File: src/rtl/branch_resolve_ctrl_pkg.sv
// Shared definitions for the branch resolution controller.
// Holds the funct3 compare encodings, the controller state enum
// and the link offset that produces pc+4.
package branch_resolve_ctrl_pkg;

    localparam logic [2:0] BR_EQ  = 3'b000;
    localparam logic [2:0] BR_NE  = 3'b001;
    localparam logic [2:0] BR_LT  = 3'b100;
    localparam logic [2:0] BR_GE  = 3'b101;
    localparam logic [2:0] BR_LTU = 3'b110;
    localparam logic [2:0] BR_GEU = 3'b111;

    localparam int LINK_OFFSET = 4;

    typedef enum logic [1:0] {
        ST_IDLE,
        ST_RESOLVE,
        ST_REDIRECT
    } state_e;

endpackage

File: src/rtl/branch_resolve_ctrl_if.sv
// Bundle of the issue, result, redirect and statistics signals of the
// branch resolution controller.
//   master : decode/fetch/perf-monitor side (drives in_*, redirect_ready, clr_stats)
//   slave  : the controller itself
interface branch_resolve_ctrl_if #(
    parameter int XLEN  = 32,
    parameter int CNT_W = 16
);
    logic             in_valid;
    logic             in_ready;
    logic [XLEN-1:0]  in_pc;
    logic [XLEN-1:0]  in_imm;
    logic [XLEN-1:0]  in_rs1_data;
    logic [XLEN-1:0]  in_rs2_data;
    logic [2:0]       in_br_op;
    logic             in_is_jal;
    logic             in_is_jalr;
    logic             in_pred_taken;
    logic [XLEN-1:0]  in_pred_target;
    logic             res_valid;
    logic             res_taken;
    logic [XLEN-1:0]  res_link;
    logic             flush;
    logic             redirect_valid;
    logic             redirect_ready;
    logic [XLEN-1:0]  redirect_pc;
    logic             misalign_exc;
    logic             illegal_op;
    logic             clr_stats;
    logic [CNT_W-1:0] br_cnt;
    logic [CNT_W-1:0] mispred_cnt;

    modport master (
        output in_valid, in_pc, in_imm, in_rs1_data, in_rs2_data, in_br_op,
               in_is_jal, in_is_jalr, in_pred_taken, in_pred_target,
               redirect_ready, clr_stats,
        input  in_ready, res_valid, res_taken, res_link, flush,
               redirect_valid, redirect_pc, misalign_exc, illegal_op,
               br_cnt, mispred_cnt
    );

    modport slave (
        input  in_valid, in_pc, in_imm, in_rs1_data, in_rs2_data, in_br_op,
               in_is_jal, in_is_jalr, in_pred_taken, in_pred_target,
               redirect_ready, clr_stats,
        output in_ready, res_valid, res_taken, res_link, flush,
               redirect_valid, redirect_pc, misalign_exc, illegal_op,
               br_cnt, mispred_cnt
    );

endinterface

File: src/rtl/branch_resolve_ctrl_comp.sv
// Branch comparator: evaluates the funct3 condition on two operands.
//   rs1, rs2 : operands
//   br_op    : funct3 compare code
//   taken    : condition holds (0 for unsupported codes)
//   illegal  : br_op is not a defined compare code
module branch_comp
    import branch_resolve_ctrl_pkg::*;
#(
    parameter int XLEN = 32
) (
    input  logic [XLEN-1:0] rs1,
    input  logic [XLEN-1:0] rs2,
    input  logic [2:0]      br_op,
    output logic            taken,
    output logic            illegal
);

    always_comb begin
        taken   = 1'b0;
        illegal = 1'b0;
        case (br_op)
            BR_EQ:   taken = (rs1 == rs2);
            BR_NE:   taken = (rs1 != rs2);
            BR_LT:   taken = ($signed(rs1) <  $signed(rs2));
            BR_GE:   taken = ($signed(rs1) >= $signed(rs2));
            BR_LTU:  taken = (rs1 <  rs2);
            BR_GEU:  taken = (rs1 >= rs2);
            default: illegal = 1'b1;
        endcase
    end

endmodule

File: src/rtl/branch_resolve_ctrl.sv
// Execute-stage branch resolution controller.
// Accepts one branch/jump at a time, resolves it in a single RESOLVE cycle,
// flags misaligned targets and mispredicts, and on a mispredict holds a
// redirect request to fetch until it is accepted. Keeps saturating counters
// of resolved branches and mispredicts.
//   clk, rst_n : clock, asynchronous active-low reset
//   bus        : issue (in_*), result (res_*, flush, misalign_exc, illegal_op),
//                redirect handshake and statistics signals
module branch_resolve_ctrl
    import branch_resolve_ctrl_pkg::*;
#(
    parameter int XLEN  = 32,
    parameter int CNT_W = 16
) (
    input  logic                  clk,
    input  logic                  rst_n,
    branch_resolve_ctrl_if.slave  bus
);

    state_e           state;
    state_e           state_next;

    logic [XLEN-1:0]  pc_q;
    logic [XLEN-1:0]  imm_q;
    logic [XLEN-1:0]  rs1_q;
    logic [XLEN-1:0]  rs2_q;
    logic [XLEN-1:0]  pred_target_q;
    logic [2:0]       br_op_q;
    logic             is_jal_q;
    logic             is_jalr_q;
    logic             pred_taken_q;
    logic [XLEN-1:0]  redirect_pc_q;
    logic [CNT_W-1:0] br_cnt_q;
    logic [CNT_W-1:0] mispred_cnt_q;

    logic             cmp_taken;
    logic             cmp_illegal;
    logic             is_jump;
    logic             taken;
    logic             misalign;
    logic             mispred;
    logic [XLEN-1:0]  jalr_sum;
    logic [XLEN-1:0]  target;
    logic [XLEN-1:0]  link;
    logic [XLEN-1:0]  next_pc;

    branch_comp #(.XLEN(XLEN)) u_branch_comp (
        .rs1     (rs1_q),
        .rs2     (rs2_q),
        .br_op   (br_op_q),
        .taken   (cmp_taken),
        .illegal (cmp_illegal)
    );

    // A jal+jalr combination falls out as jalr because is_jalr alone picks the target.
    assign is_jump  = is_jal_q | is_jalr_q;
    assign taken    = is_jump | cmp_taken;
    assign jalr_sum = rs1_q + imm_q;
    assign target   = is_jalr_q ? (jalr_sum & ~XLEN'(1)) : (pc_q + imm_q);
    assign link     = pc_q + XLEN'(LINK_OFFSET);
    assign next_pc  = taken ? target : link;
    assign misalign = taken & target[1];
    assign mispred  = (taken != pred_taken_q) | (taken & (target != pred_target_q));

    always_ff @(posedge clk or negedge rst_n) begin
        if (!rst_n) begin
            pc_q          <= '0;
            imm_q         <= '0;
            rs1_q         <= '0;
            rs2_q         <= '0;
            pred_target_q <= '0;
            br_op_q       <= '0;
            is_jal_q      <= 1'b0;
            is_jalr_q     <= 1'b0;
            pred_taken_q  <= 1'b0;
        end else if (state == ST_IDLE && bus.in_valid) begin
            pc_q          <= bus.in_pc;
            imm_q         <= bus.in_imm;
            rs1_q         <= bus.in_rs1_data;
            rs2_q         <= bus.in_rs2_data;
            pred_target_q <= bus.in_pred_target;
            br_op_q       <= bus.in_br_op;
            is_jal_q      <= bus.in_is_jal;
            is_jalr_q     <= bus.in_is_jalr;
            pred_taken_q  <= bus.in_pred_taken;
        end
    end

    always_ff @(posedge clk or negedge rst_n) begin
        if (!rst_n) begin
            state <= ST_IDLE;
        end else begin
            state <= state_next;
        end
    end

    always_comb begin
        state_next = state;
        case (state)
            ST_IDLE: begin
                if (bus.in_valid) state_next = ST_RESOLVE;
            end
            ST_RESOLVE: begin
                // A misaligned target traps; the trap unit owns the redirect.
                if (misalign)     state_next = ST_IDLE;
                else if (mispred) state_next = ST_REDIRECT;
                else              state_next = ST_IDLE;
            end
            ST_REDIRECT: begin
                if (bus.redirect_ready) state_next = ST_IDLE;
            end
            default: state_next = ST_IDLE;
        endcase
    end

    // in_ready is gated by rst_n so it reads 0 for the whole reset window.
    always_comb begin
        bus.in_ready       = 1'b0;
        bus.res_valid      = 1'b0;
        bus.res_taken      = 1'b0;
        bus.res_link       = '0;
        bus.flush          = 1'b0;
        bus.misalign_exc   = 1'b0;
        bus.illegal_op     = 1'b0;
        bus.redirect_valid = 1'b0;
        case (state)
            ST_IDLE: begin
                bus.in_ready = rst_n;
            end
            ST_RESOLVE: begin
                bus.res_valid    = 1'b1;
                bus.res_taken    = taken;
                bus.res_link     = link;
                bus.flush        = misalign | mispred;
                bus.misalign_exc = misalign;
                bus.illegal_op   = ~is_jump & cmp_illegal;
            end
            ST_REDIRECT: begin
                bus.redirect_valid = 1'b1;
            end
            default: ;
        endcase
    end

    always_ff @(posedge clk or negedge rst_n) begin
        if (!rst_n) begin
            redirect_pc_q <= '0;
        end else if (state == ST_RESOLVE && mispred && !misalign) begin
            redirect_pc_q <= next_pc;
        end
    end

    // Clear has priority over any increment in the same cycle.
    always_ff @(posedge clk or negedge rst_n) begin
        if (!rst_n) begin
            br_cnt_q      <= '0;
            mispred_cnt_q <= '0;
        end else if (bus.clr_stats) begin
            br_cnt_q      <= '0;
            mispred_cnt_q <= '0;
        end else if (state == ST_RESOLVE) begin
            if (br_cnt_q != '1) br_cnt_q <= br_cnt_q + CNT_W'(1);
            if (mispred && !misalign && mispred_cnt_q != '1)
                mispred_cnt_q <= mispred_cnt_q + CNT_W'(1);
        end
    end

    assign bus.redirect_pc = redirect_pc_q;
    assign bus.br_cnt      = br_cnt_q;
    assign bus.mispred_cnt = mispred_cnt_q;

endmodule

File: src/flat_wrapper.sv
// flat-port wrapper written by rule: the top's interface ports become plain ports
module branch_resolve_ctrl_flat import branch_resolve_ctrl_pkg::*;
#(
    parameter int XLEN  = 32,
    parameter int CNT_W = 16
)
  (clk, rst_n, bus_in_valid, bus_in_pc, bus_in_imm, bus_in_rs1_data, bus_in_rs2_data, bus_in_br_op, bus_in_is_jal, bus_in_is_jalr, bus_in_pred_taken, bus_in_pred_target, bus_redirect_ready, bus_clr_stats, bus_in_ready, bus_res_valid, bus_res_taken, bus_res_link, bus_flush, bus_redirect_valid, bus_redirect_pc, bus_misalign_exc, bus_illegal_op, bus_br_cnt, bus_mispred_cnt);
  branch_resolve_ctrl_if #(.XLEN(XLEN), .CNT_W(CNT_W)) bus_i ();
  input  logic clk;
  input  logic rst_n;
  input wire logic [$bits(bus_i.in_valid)-1:0] bus_in_valid;
  input wire logic [$bits(bus_i.in_pc)-1:0] bus_in_pc;
  input wire logic [$bits(bus_i.in_imm)-1:0] bus_in_imm;
  input wire logic [$bits(bus_i.in_rs1_data)-1:0] bus_in_rs1_data;
  input wire logic [$bits(bus_i.in_rs2_data)-1:0] bus_in_rs2_data;
  input wire logic [$bits(bus_i.in_br_op)-1:0] bus_in_br_op;
  input wire logic [$bits(bus_i.in_is_jal)-1:0] bus_in_is_jal;
  input wire logic [$bits(bus_i.in_is_jalr)-1:0] bus_in_is_jalr;
  input wire logic [$bits(bus_i.in_pred_taken)-1:0] bus_in_pred_taken;
  input wire logic [$bits(bus_i.in_pred_target)-1:0] bus_in_pred_target;
  input wire logic [$bits(bus_i.redirect_ready)-1:0] bus_redirect_ready;
  input wire logic [$bits(bus_i.clr_stats)-1:0] bus_clr_stats;
  output wire logic [$bits(bus_i.in_ready)-1:0] bus_in_ready;
  output wire logic [$bits(bus_i.res_valid)-1:0] bus_res_valid;
  output wire logic [$bits(bus_i.res_taken)-1:0] bus_res_taken;
  output wire logic [$bits(bus_i.res_link)-1:0] bus_res_link;
  output wire logic [$bits(bus_i.flush)-1:0] bus_flush;
  output wire logic [$bits(bus_i.redirect_valid)-1:0] bus_redirect_valid;
  output wire logic [$bits(bus_i.redirect_pc)-1:0] bus_redirect_pc;
  output wire logic [$bits(bus_i.misalign_exc)-1:0] bus_misalign_exc;
  output wire logic [$bits(bus_i.illegal_op)-1:0] bus_illegal_op;
  output wire logic [$bits(bus_i.br_cnt)-1:0] bus_br_cnt;
  output wire logic [$bits(bus_i.mispred_cnt)-1:0] bus_mispred_cnt;
  assign bus_i.in_valid = bus_in_valid;
  assign bus_i.in_pc = bus_in_pc;
  assign bus_i.in_imm = bus_in_imm;
  assign bus_i.in_rs1_data = bus_in_rs1_data;
  assign bus_i.in_rs2_data = bus_in_rs2_data;
  assign bus_i.in_br_op = bus_in_br_op;
  assign bus_i.in_is_jal = bus_in_is_jal;
  assign bus_i.in_is_jalr = bus_in_is_jalr;
  assign bus_i.in_pred_taken = bus_in_pred_taken;
  assign bus_i.in_pred_target = bus_in_pred_target;
  assign bus_i.redirect_ready = bus_redirect_ready;
  assign bus_i.clr_stats = bus_clr_stats;
  assign bus_in_ready = bus_i.in_ready;
  assign bus_res_valid = bus_i.res_valid;
  assign bus_res_taken = bus_i.res_taken;
  assign bus_res_link = bus_i.res_link;
  assign bus_flush = bus_i.flush;
  assign bus_redirect_valid = bus_i.redirect_valid;
  assign bus_redirect_pc = bus_i.redirect_pc;
  assign bus_misalign_exc = bus_i.misalign_exc;
  assign bus_illegal_op = bus_i.illegal_op;
  assign bus_br_cnt = bus_i.br_cnt;
  assign bus_mispred_cnt = bus_i.mispred_cnt;
  branch_resolve_ctrl #(.XLEN(XLEN), .CNT_W(CNT_W)) u_core (.clk(clk), .rst_n(rst_n), .bus(bus_i));
endmodule
File: config.mk
export PLATFORM = sky130hd
export DESIGN_NAME = branch_resolve_ctrl_flat
export DESIGN_NICKNAME = d
export VERILOG_FILES = /design/src/rtl/branch_resolve_ctrl_pkg.sv /design/src/rtl/branch_resolve_ctrl_if.sv /design/src/rtl/branch_resolve_ctrl_comp.sv /design/src/rtl/branch_resolve_ctrl.sv /design/src/flat_wrapper.sv
export SDC_FILE = /design/constraint.sdc
export NUM_CORES = 1
export LEC_CHECK = 0
export BUFFER_PORTS_ARGS = -buffer_cell sky130_fd_sc_hd__buf_2
export CORE_ASPECT_RATIO = 0.9
export CORE_MARGIN = 5
export CORE_UTILIZATION = 50
export CTS_BUF_LIST = sky130_fd_sc_hd__clkbuf_4
export CTS_CLUSTER_DIAMETER = 100
export DETAILED_ROUTE_END_ITERATION = 10
export PLACE_DENSITY = 0.68
export SLEW_MARGIN = 20
export SYNTH_ARGS = -nofsm -noshare
export SYNTH_HDL_FRONTEND = slang
export SYNTH_SLANG_ARGS = --single-unit
export TNS_END_PERCENT = 30
File: constraint.sdc
create_clock -name clk -period 5.45 [get_ports clk]
set_clock_uncertainty 0.2 [all_clocks]
set_input_delay 0.2725 -clock clk [delete_from_list [all_inputs] [get_ports clk]]
set_output_delay 0.2725 -clock clk [all_outputs]
set_load 0.02 [all_outputs]
# Word level (Yosys, flattened, before mapping)
# Index checks and enable logic that the tools add are counted.
dict set report totals {
  ff_bits 232
  input_bits 171
  out_inout_bits 103
  elab_cells 83
}
dict set report op_classes {
  addsub 5
  magnitude_cmp 4
  eq_ne 15
  muxes 23
  n_bitwise 8
  reduce_logical 15
}
# cell count
set ops {}
lappend ops {{16-bit two-way mux} 6}
lappend ops {{32-bit two-way mux} 3}
lappend ops {{32-bit adder} 2}
lappend ops {{32-bit greater-or-equal comparator} 2}
lappend ops {{32-bit less-than comparator} 2}
lappend ops {{32-bit != test} 2}
lappend ops {{16-bit by 1-bit adder with 16-bit output, second input constant} 2}
lappend ops {{32-bit by 3-bit adder with 32-bit output, second input constant} 1}
lappend ops {{32-bit equality test} 1}
lappend ops {{16-bit != test, second input constant} 2}
lappend ops {{3-bit equality test, second input constant} 4}
lappend ops {{1-bit two-way mux} 8}
lappend ops {{2-bit two-way mux} 4}
lappend ops {{1-bit case mux with 6 select lines} 1}
lappend ops {{2-bit case mux with 3 select lines} 1}
lappend ops {{2-bit AND reduction} 3}
lappend ops {{2-bit nonzero test} 3}
lappend ops {{6-bit OR reduction} 1}
lappend ops {{1-bit logical AND} 5}
lappend ops {{2-bit != test, second input constant} 2}
lappend ops {{1-bit bitwise OR} 4}
lappend ops {{1-bit AND} 3}
lappend ops {{3-bit by 1-bit equality test with 1-bit output, second input constant} 1}
lappend ops {{3-bit logical NOT} 1}
lappend ops {{other kinds (6)} 6}

# Depth between registers and ports, before layout
dict set report logic_depth {
  ltp_word 10
  mapped_depth 17
  ltp_nobuf 14
}

# By module
# A second synthesis with hierarchy kept.
dict set report unflattened {
  hier_cells 1698
  hier_area_um2 16254.3
}
# mod instances cells_per_inst area_per_inst_um2 seq_area_each_um2
set by_module_without_submodules {}
lappend by_module_without_submodules {branch_resolve_ctrl 1 1569 15324.7 5805.6}
lappend by_module_without_submodules {branch_comp 1 129 929.6 0.0}

# Worst setup path after synthesis
# Ideal clock, no wire load.
dict set report synth_timing {
  path_type {reg2out}
  from {reg u_core.pc_q[0]}
  to {out bus_flush}
  arrival_ns 4.139
  required_time_ns 4.978
  setup_slack_ns 0.838
  stages_incl_launch_ff 16
  path_buffers 2
  cell_sequence {dfrtp_1 > ha_1 > fa_1 > a21o_1 > a221oi_2 > or4_1 > o211a_1 > xnor3_1 > nand2b_1 > a2111o_1 > a2111oi_2 > nand4_1 > nor4_4 > buf_6 > buf_2 > o21bai_1}
}
dict set report synth_via {
  elab_chain_len 7
  word_cells_on_any_way 8
  classes_between {add/sub (1); eq/ne (1); mux (2); bitwise (4)}
}
# item line_no
set synth_rtl {}
lappend synth_rtl {{start: declaration} branch_resolve_ctrl.sv:23} ;# logic [XLEN-1:0] pc_q;
lappend synth_rtl {{start signal: assignment} branch_resolve_ctrl.sv:77} ;# pc_q <= bus.in_pc;
lappend synth_rtl {{32-bit adder (*)} branch_resolve_ctrl.sv:59} ;# assign target = is_jalr_q ? (jalr_sum & ~XLEN'(1)) : (pc_q + imm_q);
lappend synth_rtl {{32-bit two-way mux (*)} branch_resolve_ctrl.sv:59}
lappend synth_rtl {{32-bit != test} branch_resolve_ctrl.sv:63} ;# assign mispred = (taken != pred_taken_q) | (taken & (target != pred_target_q));
lappend synth_rtl {{1-bit AND} branch_resolve_ctrl.sv:63}
lappend synth_rtl {{1-bit bitwise OR} branch_resolve_ctrl.sv:63}
lappend synth_rtl {{1-bit bitwise OR (*)} branch_resolve_ctrl.sv:134} ;# bus.flush = misalign | mispred;
lappend synth_rtl {{1-bit two-way mux (*)} branch_resolve_ctrl.sv:126} ;# case (state)
lappend synth_rtl {{end: declaration} flat_wrapper.sv:27} ;# output wire logic [$bits(bus_i.flush)-1:0] bus_flush;
# Mark *: on every way between the ends. The rest lies on a longest branch, timed or not.

# Final worst setup path
# Same ends and word-level chain as after synthesis.

==> results.yml <==
status:
  status: "complete, but fails checks"
  violations: "DRC, hold timing"
final_layout:
  final_common_cell: "buf_2"
  layout_common_cells: "272 x buf_2, 230 x dfrtp_1, 170 x dlygate4sd3_1"
  syn_to_final_growth_pct: 29.68
  fillerInstances: 2579
  finalNetCount: 2447
  regArea_um2: 5808
  multiInputGateArea_um2: 9922
  final_area_um2: 20830
  drive_above_1_share_pct: 28.13
job:
  drv_cap: 0
floorplan:
  die_h_um: 180.0
  rows: 62
  core_um2: 31810
  die_w_um: 198.9
  ios: 274
  die_area_um2: 35810
  initial_core_util_pct: 50.50
pwr:
  power.density_nw_per_um2: 718.8
  p_leak_nw: 9.408
  vdd_ir_drop_max_mv: 0.3449
critical_path:
  worst-path-max-fanout: 5
  critPathKind: "reg2out"
  startpoint_type: "flip-flop"
  worstPathArrival_ps: 4790
  cp.required_ps: 4980
  end_kind: "primary output"
grt:
  grt_max_degree: 204
  grt-ovfl-total: 0
  grt_pass1_vias: 15740
  antenna_found_initial: 3
  grt_usage_pct: 30.79
  grt_pass1_wl_mm: 87.62
yosys:
  ys_seq_area_share_pct: 36.15
  avgSynthCellArea_um2: 9.376
  synthesis.instances: 1713
  synth_area_leaders: "dfrtp_1 36%, mux2_2 9.3%, ha_1 7.5%, nand2_1 3.9%, xor2_1 3.6%"
  synth_top_area_share_pct: 36.15
  async_reset_ff_share_pct: 100.0
  ys_ff_latch: 232
  yosysTopAreaCell: "dfrtp_1"
  synth_area_um2: 16060
  synth_edf_count: 0
  postSynthNetCount: 1982
  synth_ff_type: "dfrtp_1"
  yosysWarnings: 0
  synth_cell_types: 86
routing:
  firstDrtPassIters: 9
  postRouteAntennaNets: 0
  drt-vias-per-instance: 5.796
  routed_wl_mm: 56.07
  drtIter0Drc: 1089
  post-route-drc-count: 1
  wl_per_cell_um: 21.19
  vias: 15340
clock_network:
  root_buffer: "clkbuf_4"
  cts_tree: "yes"
  cts_buffers: 67
  clk_latency_ps: 720
  htreeDepth: 3
  cts_buffer_depth: 3
  clkSinkCount: 232
  clk_pin_slew_ps: 80
sta:
  max_freq_mhz: 190.0
  hold_violations: 1
  fin_crit_sh_pct: 96.56
  tightest_slew_ps: 1408
  timing.final.crit_period_ps: 5263
  whs_ps: -18.55
  drv_slew: 0
  relSlewSlack_pct: 6.160
  setup_viol: 0
  tns_ps: 0
placed_design:
  place_congestion: 0.9359
  dp_hpwl_mm: 40.68
  placed_area_um2: 17850
  io_buffers: 273
worst_hold_path:
  hp-class: "in2reg"
[Yosys cell counts (all sizes together), types with 4 or more instances]
master	count
a2111oi	6
a211oi	14
a21o	32
a21oi	102
a221oi	5
a22oi	5
a31oi	18
and2	15
and3	32
and4	11
buf	15
clkbuf	74
dfrtp	232
ha	96
inv	49
mux2	154
mux2i	28
nand2	167
nand2b	9
nand3	45
nand3b	8
nand4	38
nor2	127
nor2b	11
nor3	25
nor3b	4
nor4	12
o211ai	6
o21a	11
o21ai	131
o22ai	5
o31ai	17
or2	8
or3	8
or4	14
xnor2	54
xnor3	6
xor2	66
[per-layer routing]
metal | part of all wire (%) | GRT usage, % | vias up | wire [µm]
met2 | 46 | 48.75 | 538 | 25890
met4 | 4.5 | 13.35 | 4 | 2524
met5 | 0.039 | 0 | - | 22
met3 | 5.4 | 4.992 | 148 | 3043
met1 | 44 | 41.82 | 7439 | 24580
li1 | - | - | 7207 | -
[critical path, cell delays in order, from the launching register on]
cell and delay [ps]:
dfrtp_1 410, ha_2 210, fa_2 360, a21o_1 240
a221oi_4 370, buf_4 210, buf_4 120, nor3_1 50
or3_1 300, a31oi_1 450, xnor2_1 170, nor2_1 170
nand4_1 270, nor4_4 330, buf_12 160, o21bai_1 60
buf_2 160
[what timing repair did]
action | CTS | global route
endpoints found under the hold margin | 282 | 0
hold buffers | 171 | 0
setup endpoints to repair | 1 | 1
gates cloned | 0 | 1
pin swaps | 7 | 15
gates resized for setup | 12 | 31
setup buffers | 7 | 9
[state kept, by name (all words and copies together) (netlist names), 2 cells and up]
signal,flops
u_core.pc_q,32
u_core.imm_q,32
u_core.rs2_q,32
u_core.bus.mispred_cnt,16
u_core.rs1_q,32
u_core.br_op_q,3
u_core.pred_target_q,32
u_core.bus.br_cnt,16
u_core.state,2
u_core.bus.redirect_pc,32
[final timing paths]
| check | from | to | slack (ps) | cells after the start |
|---|---|---|---|---|
| worst min-delay path | bus_in_valid | u_core.state[0]$_DFFE_PN0P_ | -20 | 3 |
| worst max register to register | u_core.imm_q[8]$_DFFE_PN0P_ | u_core.bus.mispred_cnt[9]$_DFFE_PN0P_ | 560 | 16 |
| worst min register to register | u_core.bus.redirect_pc[23]$_DFFE_PN0P_ | u_core.bus.redirect_pc[23]$_DFFE_PN0P_ | 310 | 2 |
| worst max-delay path | u_core.pc_q[0]$_DFFE_PN0P_ | bus_flush | 190 | 16 |
| min in group asynchronous | rst_n | u_core.imm_q[22]$_DFFE_PN0P_ | 330 | 3 |
| max in group asynchronous | rst_n | u_core.is_jalr_q$_DFFE_PN0P_ | 3540 | 4 |
[per-stage QoR]
step,power [mW],std cells,setup slack [ps],util (%)
2_1_floorplan,9.677,1713,838.2,-
3_3_place_gp,12.49,2337,289.7,56.12
3_5_place_dp,12.56,2337,258.8,56.12
4_1_cts,14.62,2635,5.428,64.69
5_1_grt,16.03,2646,-95.34,65.48
6_report,14.97,2646,187.4,65.48
[cell type report]
type | instances | area share [%]
multi-input combinational | 1343 | 47.64
inverter | 49 | 0.8831
sequential | 232 | 27.89
timing repair buffer | 485 | 16.85
antenna | 1 | 0.01201
tap | 416 | 2.499
clock inverter | 24 | 0.7690
clock buffer | 96 | 3.460
[logic make-up (layout without fill, tap and decap cells)]
| family | after synthesis | count (layout) | synth area share, % |
|---|---|---|---|
| adders and majority gates | 98 | 98 | 7.728 |
| and+or+nand+nor | 541 | 541 | 16.63 |
| xor gates and xnor gates | 126 | 126 | 7.385 |
| other | 0 | 1 | 0 |
| DFF | 232 | 232 | 36.15 |
| muxes | 182 | 182 | 12.96 |
| buffers and inverters | 138 | 654 | 3.459 |
| AOI/OAI and AO/OA | 396 | 396 | 15.68 |
[power breakdown]
group	switching, mW	internal (mW)	total (mW)
sequential	0.797	2.40	3.19
clock	0.792	0.913	1.71
combinational	5.90	4.17	10.1
(Power assumes the default switching activity.)
